**config.mk**
```make
export PLATFORM = sky130hd
export DESIGN_NAME = mac_accum_unit_flat
export DESIGN_NICKNAME = d
export VERILOG_FILES = /design/src/rtl/mac_pkg.sv /design/src/rtl/mac_accum_unit_if.sv /design/src/rtl/mac_sat_adder.sv /design/src/rtl/mac_accum_unit.sv /design/src/flat_wrapper.sv
export SDC_FILE = /design/constraint.sdc
export NUM_CORES = 1
export LEC_CHECK = 0
export CAP_MARGIN = 20
export CORE_MARGIN = 2
export CORE_UTILIZATION = 50
export DETAILED_ROUTE_END_ITERATION = 16
export GPL_TIMING_DRIVEN = 0
export HOLD_SLACK_MARGIN = 0.12
export PLACE_DENSITY = 0.8
export SYNTH_ARGS = -nofsm -noshare
export SYNTH_HDL_FRONTEND = slang
export SYNTH_SLANG_ARGS = --single-unit
export TNS_END_PERCENT = 30
```
**constraint.sdc**
```tcl
create_clock -name clk -period 5.1 [get_ports clk]
set_clock_uncertainty 0.2 [all_clocks]
set_input_delay 0.51 -clock clk [delete_from_list [all_inputs] [get_ports clk]]
set_output_delay 0.51 -clock clk [all_outputs]
set_load 0.02 [all_outputs]
```
**src/rtl/mac_pkg.sv**
```systemverilog
// Shared constants and types for the multiply-accumulate unit.
package mac_pkg;

    localparam int DATA_W_DEF = 8;
    localparam int ACC_W_DEF  = 16;
    localparam int CNT_W_DEF  = 4;
    localparam int PROD_W     = 2 * DATA_W_DEF;

    // Accumulator behaviour when a sum carries out of the result width.
    typedef enum logic {
        SAT_WRAP  = 1'b0,
        SAT_CLAMP = 1'b1
    } sat_mode_e;

    // Maps the integer SATURATE parameter onto the mode encoding.
    function automatic sat_mode_e sat_mode_from_param(input int sat);
        return (sat != 0) ? SAT_CLAMP : SAT_WRAP;
    endfunction

endpackage

```
**src/rtl/mac_accum_unit_if.sv**
```systemverilog
// Operand/result bus between a dot-product sequencer (master) and the MAC unit (slave).
interface mac_accum_unit_if
    import mac_pkg::*;
#(
    parameter int DATA_W = DATA_W_DEF,
    parameter int ACC_W  = ACC_W_DEF,
    parameter int CNT_W  = CNT_W_DEF
);

    logic [DATA_W-1:0] data_in;
    logic              load_b_en;
    logic              load_c_en;
    logic              accum_en;
    logic              clear_en;
    logic [ACC_W-1:0]  result_out;
    logic              overflow;
    logic              busy;
    logic [CNT_W-1:0]  acc_count;

    modport master (
        output data_in, load_b_en, load_c_en, accum_en, clear_en,
        input  result_out, overflow, busy, acc_count
    );

    modport slave (
        input  data_in, load_b_en, load_c_en, accum_en, clear_en,
        output result_out, overflow, busy, acc_count
    );

endinterface

```
**src/rtl/mac_sat_adder.sv**
```systemverilog
// Combinational accumulator adder: one extra bit for carry-out, optional clamp to all-ones.
module mac_sat_adder
    import mac_pkg::*;
#(
    parameter int        ACC_W    = ACC_W_DEF,
    parameter int        ADD_W    = PROD_W,
    parameter sat_mode_e MODE     = SAT_WRAP
) (
    input  logic [ACC_W-1:0] acc_in,
    input  logic [ADD_W-1:0] addend,
    output logic [ACC_W-1:0] sum_out,
    output logic             carry_out
);

    localparam logic CLAMP_EN = (MODE == SAT_CLAMP);

    logic [ACC_W:0] sum_full;

    // Extend both operands to ACC_W+1 bits so the top bit is the carry-out.
    assign sum_full  = {1'b0, acc_in} + (ACC_W + 1)'(addend);
    assign carry_out = sum_full[ACC_W];

    // In clamp mode a carry forces every result bit high; otherwise the sum wraps.
    for (genvar gi = 0; gi < ACC_W; gi++) begin : g_clamp
        assign sum_out[gi] = sum_full[gi] | (CLAMP_EN & carry_out);
    end

endmodule

```
**src/rtl/mac_accum_unit.sv**
```systemverilog
// Two-stage multiply-accumulate responder: operand latches, product stage, accumulate stage.
module mac_accum_unit
    import mac_pkg::*;
#(
    parameter int DATA_W   = DATA_W_DEF,
    parameter int ACC_W    = ACC_W_DEF,
    parameter int CNT_W    = CNT_W_DEF,
    parameter int SATURATE = 0
) (
    input  logic           clk,
    input  logic           rst,
    mac_accum_unit_if.slave bus
);

    localparam int               OP_PROD_W = 2 * DATA_W;
    localparam sat_mode_e        MODE      = sat_mode_from_param(SATURATE);
    localparam logic [CNT_W-1:0] CNT_MAX   = '1;

    logic [DATA_W-1:0]    b_reg;
    logic [DATA_W-1:0]    c_reg;
    logic [OP_PROD_W-1:0] prod_reg;
    logic                 v1_reg;
    logic                 v2_reg;
    logic [ACC_W-1:0]     acc_reg;
    logic                 ovf_reg;
    logic [CNT_W-1:0]     cnt_reg;

    logic [ACC_W-1:0]     sum_next;
    logic                 carry_next;

    // Operand latches; clear leaves them intact but takes priority over a same-cycle load.
    always_ff @(posedge clk) begin
        if (!rst) begin
            b_reg <= '0;
            c_reg <= '0;
        end else if (!bus.clear_en) begin
            if (bus.load_b_en) b_reg <= bus.data_in;
            if (bus.load_c_en) c_reg <= bus.data_in;
        end
    end

    // Stage 1: multiply the operands held before this edge; v2 marks the retiring cycle.
    always_ff @(posedge clk) begin
        if (!rst) begin
            prod_reg <= '0;
            v1_reg   <= 1'b0;
            v2_reg   <= 1'b0;
        end else if (bus.clear_en) begin
            v1_reg   <= 1'b0;
            v2_reg   <= 1'b0;
        end else begin
            v1_reg <= bus.accum_en;
            v2_reg <= v1_reg;
            if (bus.accum_en) prod_reg <= OP_PROD_W'(b_reg) * OP_PROD_W'(c_reg);
        end
    end

    mac_sat_adder #(
        .ACC_W (ACC_W),
        .ADD_W (OP_PROD_W),
        .MODE  (MODE)
    ) u_adder (
        .acc_in    (acc_reg),
        .addend    (prod_reg),
        .sum_out   (sum_next),
        .carry_out (carry_next)
    );

    // Stage 2: fold the product into the accumulator, track sticky overflow and retire count.
    always_ff @(posedge clk) begin
        if (!rst) begin
            acc_reg <= '0;
            ovf_reg <= 1'b0;
            cnt_reg <= '0;
        end else if (bus.clear_en) begin
            acc_reg <= '0;
            ovf_reg <= 1'b0;
            cnt_reg <= '0;
        end else if (v1_reg) begin
            acc_reg <= sum_next;
            ovf_reg <= ovf_reg | carry_next;
            if (cnt_reg != CNT_MAX) cnt_reg <= cnt_reg + 1'b1;
        end
    end

    assign bus.result_out = acc_reg;
    assign bus.overflow   = ovf_reg;
    assign bus.acc_count  = cnt_reg;
    assign bus.busy       = v1_reg | v2_reg;

endmodule

```
**src/flat_wrapper.sv**
```systemverilog
// flat-port wrapper written by rule: the top's interface ports become plain ports
module mac_accum_unit_flat import mac_pkg::*;
#(
    parameter int DATA_W   = DATA_W_DEF,
    parameter int ACC_W    = ACC_W_DEF,
    parameter int CNT_W    = CNT_W_DEF,
    parameter int SATURATE = 0
)
  (clk, rst, bus_data_in, bus_load_b_en, bus_load_c_en, bus_accum_en, bus_clear_en, bus_result_out, bus_overflow, bus_busy, bus_acc_count);
  mac_accum_unit_if #(.DATA_W(DATA_W), .ACC_W(ACC_W), .CNT_W(CNT_W)) bus_i ();
  input  logic clk;
  input  logic rst;
  input wire logic [$bits(bus_i.data_in)-1:0] bus_data_in;
  input wire logic [$bits(bus_i.load_b_en)-1:0] bus_load_b_en;
  input wire logic [$bits(bus_i.load_c_en)-1:0] bus_load_c_en;
  input wire logic [$bits(bus_i.accum_en)-1:0] bus_accum_en;
  input wire logic [$bits(bus_i.clear_en)-1:0] bus_clear_en;
  output wire logic [$bits(bus_i.result_out)-1:0] bus_result_out;
  output wire logic [$bits(bus_i.overflow)-1:0] bus_overflow;
  output wire logic [$bits(bus_i.busy)-1:0] bus_busy;
  output wire logic [$bits(bus_i.acc_count)-1:0] bus_acc_count;
  assign bus_i.data_in = bus_data_in;
  assign bus_i.load_b_en = bus_load_b_en;
  assign bus_i.load_c_en = bus_load_c_en;
  assign bus_i.accum_en = bus_accum_en;
  assign bus_i.clear_en = bus_clear_en;
  assign bus_result_out = bus_i.result_out;
  assign bus_overflow = bus_i.overflow;
  assign bus_busy = bus_i.busy;
  assign bus_acc_count = bus_i.acc_count;
  mac_accum_unit #(.DATA_W(DATA_W), .ACC_W(ACC_W), .CNT_W(CNT_W), .SATURATE(SATURATE)) u_core (.clk(clk), .rst(rst), .bus(bus_i));
endmodule
```
# Yosys cells after proc, flatten, opt, wreduce, memory -nomap -nowiden
# Cells that the tools add are included.
# totals
ff_bits	55
input_bits	14
elab_cells	21
# classes
multipliers	1
reduce_logical	5
n_eq_ne	1
add_sub_neg	2
n_bitwise	4
# op_table
operator	n
adder 16 x 16 -> 17 bit	1
multiplier 8 x 8 -> 16 bit	1
AND reduction 2 bit	4
adder 4 x 1 -> 4 bit (second input constant)	1
!= test 4 bit (second input constant)	1
NOT 1 bit	2
bitwise OR 1 bit	2
OR reduction 2 bit	1

# Logic depth before layout (Yosys ltp)
# logic_depth
depth_word	2
ltp_mapped	17
mapped_depth_nobuf	16

# Modules after synthesis
# Synthesis repeated with hierarchy kept, for this count alone.
# hier_totals
cells_unflattened	538
hier_area_um2	4833.4
# by_module_without_submodules
module	n_inst	area_per_inst_um2	cells_each
mac_accum_unit	1	4072.7	435
mac_sat_adder	1	760.7	103

# Least setup slack after synthesis
# OpenSTA, ideal clock, no wires.
# synth_timing
path_type	flip-flop to flip-flop
start	register u_core.b_reg[2]
end	register u_core.prod_reg[14]
arrival_time_ns	4.086
setup_time_ns	0.122
n_path_buf	1
required_ns	4.778
synth_period_minus_slack_ns	4.408
stages_incl_launch_ff	16
path_slack_ns	0.692
cell_sequence	dfxtp_1 > and2_1 > fa_1 > fa_1 > fa_1 > inv_1 > fa_1 > inv_1 > ha_1 > clkbuf_2 > a2111oi_0 > a211oi_1 > a21boi_0 > a21oi_1 > xnor2_1 > o21ai_0
# synth_between
elab_chain_len	1
# synth_lines
element	line_no	rtl
start, declared	mac_accum_unit.sv:19	logic [DATA_W-1:0] b_reg;
start signal, assigned	mac_accum_unit.sv:37	if (bus.load_b_en) b_reg <= bus.data_in;
multiplier 8 x 8 -> 16 bit	mac_accum_unit.sv:54	if (bus.accum_en) prod_reg <= OP_PROD_W'(b_reg) * OP_PROD_W'(c_reg);
end signal, assigned	mac_accum_unit.sv:54	
end, declared	mac_accum_unit.sv:21	logic [OP_PROD_W-1:0] prod_reg;
# Every way passes these cells.
# A chain may end at the register's enable or synchronous reset.

# Final worst setup path
# layout_timing
start	register u_core.c_reg[5]
end	register u_core.prod_reg[14]
# layout_between
elab_chain_len	1
# layout_lines
element	line_no	rtl
start, declared	mac_accum_unit.sv:20	logic [DATA_W-1:0] c_reg;
start signal, assigned	mac_accum_unit.sv:38	if (bus.load_c_en) c_reg <= bus.data_in;
multiplier 8 x 8 -> 16 bit	mac_accum_unit.sv:54	
# Every way passes these cells.

==> qor.yml <==
drt:
  drt-pass1-iter-count: 4
  first_iter_violations: 157
  drtAntennaViolNets: 0
  wl_mm: 10.4
  drc: 0
  viasPerCell: 5.40
  avgRoutedWirePerCell_um: 14.4
  dr_total_vias: 3913
sta:
  setup_viol: 0
  maxSlewViolCount: 0
  max_clock_freq_mhz: 206
  post-route-period-util: 0.951
  rsz0062_at_grt: "no"
  tightest_slew_ps: 607
  min_period_ps: 4850
  finalSetupTns_ps: 0
  max_slew_margin: 0.594
  setup_slack_ps: 251
  hold_viol_final: 0
critical_path:
  critical_path_class: "register to register"
  reg2regPathDepth: 15
  path_max_fanout: 9
  worst_setup_path_end_kind: "register"
  arrival_ps: 4870
  rr_endpoint: "u_core.prod_reg[14]"
  reg2reg_from: "u_core.c_reg[5]"
  regToRegSetupSlack_ps: 250
  startpoint_type: "register"
  required_ps: 5120
clock_tree:
  clock_sinks: 55
  cts_max_path_buffers: 2
  clk_latency_ps: 320
  cts-root-buf: "clkbuf_8"
  numCtsBuffers: 5
  htree_levels: 2
  hold_buffers: 0
  tritoncts: "built"
  cts.clk_slew.worst_paths_ps: 110
grt:
  grt_pass1_wl_mm: 18.1
  grt_pass1_vias: 3982
  grt_usage: 0.218
  grt_remaining_overflow: 0
  grt_start_max_net_pins: 19
  antenna_found_initial: 0
yosys:
  synth_top_cell_area_share: 0.231
  netlist_area_um2: 4770
  yosysWarnings: 0
  syn_nets: 656
  async_flop_share: 0
  synth_top_area_cell: "dfxtp_1"
  synth_flop_cell: "dfxtp_1"
  synth-seq-cells: 55
  syn_inst: 552
  synth_area_leaders: "dfxtp_1 (23%), fa_1 (16%), ha_1 (14%), and2_1 (6.0%), inv_1 (4.3%)"
  postSynthAreaPerCell_um2: 8.63
  ys_seq_area_frac: 0.231
  synth_cell_types: 50
  synth_edf_count: 0
die:
  core-area_um2: 9240
  io_pins: 36
  dieArea_um2: 10300
  initial_core_util: 0.516
  die_w_um: 102
  die_y_um: 102
  num_rows: 35
placement:
  dp_slack_ps: 262
  hpwl_mm: 8.33
  portBuffers: 35
  routabilityCongestion: 0.860
power_and_ir_drop:
  power_density_nw_per_um2: 153
  p_leak_uw: 0.00244
  irDropWorstVdd_uv: 129
layout:
  fin_nets: 698
  fill_cells: 836
  area_delta_synth_final_pct: 12.8
  drive_gt1_frac: 0.0319
  n_antenna_cell: 0
worst_hold_path:
  hp-class: "register to register"
  hp-start: "u_core.prod_reg[0]"
  min_path_cells: 2
  whs_endpoint: "u_core.prod_reg[0]"
outcome:
  status: "finished clean"
run:
  cap_viol_max_count: 0
[placed cells by master (no fill, tap or decap), types with 5 or more instances in the layout]
cell and count:
inv_1 54, dfxtp_1 54, nand2_1 53, ha_1 53, and2_1 46, nor2_1 42
fa_1 37, clkdlybuf4s50_1 35, a21oi_1 31, o21ai_0 22, mux2i_1 20, nand3_1 19
xnor2_1 12, clkbuf_1 10, nand2b_1 8, a211oi_1 7, nor3_1 6, nor2b_1 6
o211ai_1 6, or3_1 6, xor2_1 5, o21a_1 5, a21o_1 5, clkbuf_8 5
[area by class of cell]
type,count,area (um^2),share of cell area
buffer,16,70.1,0.0130
clock buffer,5,68.8,0.0128
clock inverter,3,23.8,0.00442
inverter,55,206,0.0384
multi-input combinational,426,3390,0.631
sequential,55,1100,0.205
tap,129,161,0.0300
timing repair buffer,35,350,0.0652
[critical path, cell delays in order (launching register included)]
cell and delay (ps):
dfxtp_1 530, and2_1 190, fa_1 440, fa_1 550, fa_1 590, inv_1 70, fa_1 520, inv_1 40
ha_1 270, clkbuf_2 160, a2111oi_0 390, a211oi_1 100, a21boi_0 320, a21oi_1 130, xnor2_1 150, o21ai_0 90
[timing repair]
item | 4_1_cts | 5_1_grt
endpoints found under the hold margin | 0 | 0
gates resized for setup | 0 | 2
setup buffers | 0 | 0
setup endpoints to repair | 0 | 3
[worst max path at each step]
stage	slack, ps	depth (start not counted)	endpoint	start
floorplan	690	15	u_core.prod_reg[14]	u_core.b_reg[2]
global placement	360	15	u_core.prod_reg[14]	u_core.c_reg[5]
detailed placement	260	15	u_core.prod_reg[14]	u_core.b_reg[2]
CTS	210	15	u_core.prod_reg[14]	u_core.c_reg[6]
global route	10	15	u_core.prod_reg[14]	u_core.c_reg[6]
finish	250	15	u_core.prod_reg[14]	u_core.c_reg[5]
[through the flow]
stage / power (uW) / cell area, um^2 / std cells / utilization / hold slack, ps
6_report: 821 / 5380 / 724 / 0.582 / 274
5_1_grt: 853 / 5380 / 724 / 0.582 / 288
4_1_cts: 824 / 5370 / 724 / 0.581 / 277
3_5_place_dp: 563 / 5280 / 716 / 0.571 / 261
3_3_place_gp: 559 / 5280 / 716 / 0.571 / 251
2_1_floorplan: 524 / 4770 / 552 / - / 236
[power by group]
part	total, uW	switching (uW)	internal (uW)
clock network	266	167	99.8
registers	456	17.4	439
logic	98.2	55.6	42.5
total	821	240	581
[kinds of logic (layout without fill, tap and decap cells)]
group	Yosys count	in the layout	synth area share
AND/OR/NAND/NOR	199	199	0.206
adder cells (fa/ha/maj)	90	90	0.295
multiplexers	20	20	0.0420
buffers and inverters	71	114	0.0580
XOR/XNOR	17	17	0.0312
AO/OA/AOI/OAI	100	100	0.137
flip-flops	55	55	0.231
[synthesized netlist by cell type, drive strengths merged, types with 2 or more instances]
master / n
a31oi: 2
nand2: 53
clkbuf: 11
a211oi: 8
a21oi: 32
nor3b: 2
a41oi: 2
nand2b: 8
inv: 54
and3: 3
a2111oi: 2
a21o: 5
nand3: 19
xnor2: 12
a311o: 2
nor2b: 6
nor4: 3
ha: 53
nor3: 6
or3: 6
mux2i: 20
nand4: 3
o211ai: 7
dfxtp: 55
and2: 46
o21ai: 24
buf: 5
o21a: 5
xor2: 5
fa: 37
o21bai: 2
nor2: 42
[layer usage]
layer | vias up | wire, um | GRT usage
met5 | - | 0 | 0
met4 | 0 | 187 | 0.0603
met3 | 20 | 407 | 0.0276
met2 | 90 | 5270 | 0.405
met1 | 1845 | 4530 | 0.263
li1 | 1958 | - | -
(Power assumes the default switching activity.)
==> patch (same flow settings) <==
Set the package constant `ACC_W_DEF` to 12 (it was 16).
--- a/src/rtl/mac_pkg.sv
+++ b/src/rtl/mac_pkg.sv
@@ -2,7 +2,7 @@
 package mac_pkg;
 
     localparam int DATA_W_DEF = 8;
-    localparam int ACC_W_DEF  = 16;
+    localparam int ACC_W_DEF  = 12;
     localparam int CNT_W_DEF  = 4;
     localparam int PROD_W     = 2 * DATA_W_DEF;
 
Interface: changed (resized bus_result_out); port bits go from 36 to 32. The function was not compared with the original's and may differ.
==> patch against the unedited design <==
- combinational power is 6.2% lower
- critical endpoint is now u_core.prod_reg[12]
- die area is 13% lower
- wire length down 19%
- synthesized area is 13% lower
- critical path depth unchanged
- global-route usage decreased by 1.5 points
- highest routed layer unchanged
- cell count fell by 15%
- synthesized cell count is 15% lower
- final area fell by 12%
- sequential cell count fell by 7
- worst setup slack better by 0.33 ns
- power rose by 1.2%
==> patch: results (changes against the unedited design) <==
Hold slack = 0.2752 ns (+0.0007950 ns)
Static leakage = 2.127 nW (-13%)
Post-DP Area = 0.004568 mm^2 (-13%)
1st-pass router iterations = 5 (+1)
Clock power frac = 40.8% (+8.3 points)
Status = finished clean
Xor/xnor cell area share of the yosys netlist = 3.608% (+0.48 points)
Worst slew pin tran = 0.5971 ns (-0.009612 ns)
Largest net degree at the start of global routing = 17 (-2)
Mux cell area share after synthesis = 5.367% (+1.2 points)
HPWL Detailed = 6.780 mm (-19%)
Clk_lat worst skew = 0.30 ns (-0.02 ns)
Seq/Total Area, Yosys = 23.29% (+0.18 points)
Layout cell share with drive strength beyond 1 = 3.725% (+0.53 points)
Port buffer count = 31 (-11%)
Hold EP = u_core.prod_reg[6]
Worst flop-to-flop path endpoint = u_core.prod_reg[12]
Maximum VDD drop = 0.1560 mV (+21%)
Synth Net Count = 558 (-15%)
R2R Setup Slk = 0.58 ns (+0.33 ns)
Vias per cell = 5.246 (-2.9%)
Mean post-synth cell area = 8.761 um^2 (+1.5%)
Routed vias = 3,226 (-18%)
CP arrival = 4.56 ns (-0.31 ns)
GP Congestion = 0.9596 (+12%)
Vias in the first global route = 3,308 (-17%)
Area contributors post-synth = dfxtp_1, fa_1, ha_1, and2_1, inv_1
Slowest stage delay, CP = 0.54 ns (-0.05 ns)
Compound-cell area share of the yosys netlist = 11.25% (-2.5 points)
Inst Count DP = 607 (-15%)
Pwr Total = 0.8304 mW (+1.2%)
Hold path startpoint = u_core.prod_reg[6]
Drt wl/cell = 13.69 um (-4.7%)
Total GRT Usage = 20.33% (-1.5 points)
Netlist cell types = 51 (+2.0%)
Cell-internal power = 0.6242 mW (+7.4%)
Reg clk slew, reported paths = 0.10 ns
Most instantiated cells after synthesis = inv_1, nand2_1, dfxtp_1
CP Capture Type = register
Post-Synth Adder-Cell Area = 28.50% (-0.95 points)
Min cycle time layout = 4.520 ns (-0.3288 ns)
Comb pwr share = 11.1% (-0.9 points)
Number of DRC markers in iteration 0 = 107 (-32%)
[patch: cell types whose count changed after synthesis, sizes merged, moves of 8 or more]
cell / before / now
a21boi: 1 / 9
inv: 54 / 64
nor2: 42 / 19
nor2b: 6 / 22
o21ai: 24 / 14
ha: 53 / 38
a21oi: 32 / 17
[patch: layer usage]
| layer | vias up | wire length [um] | global-route usage [%] | part of all wire (%) |
|---|---|---|---|---|
| met5 | - | 0 | 0 | 0 |
| met4 | 0 | 74 | 5.072 | 0.88 |
| met3 | 8 | 400 | 2.793 | 4.8 |
| met2 | 93 | 4247 | 37.83 | 50 |
| met1 | 1514 | 3698 | 24.58 | 44 |
| li1 | 1611 | - | - | - |
[patch: final cells by class]
class,count,area [um^2]
plain buffers,11,48.80
well taps,105,131.4
clock inverters,3,68.82
flip-flops and latches,48,960.9
inverters,64,240.2
clock buffers,5,68.82
multi-input cells,348,2877
repair buffers,31,310.3
fillers,724,3387
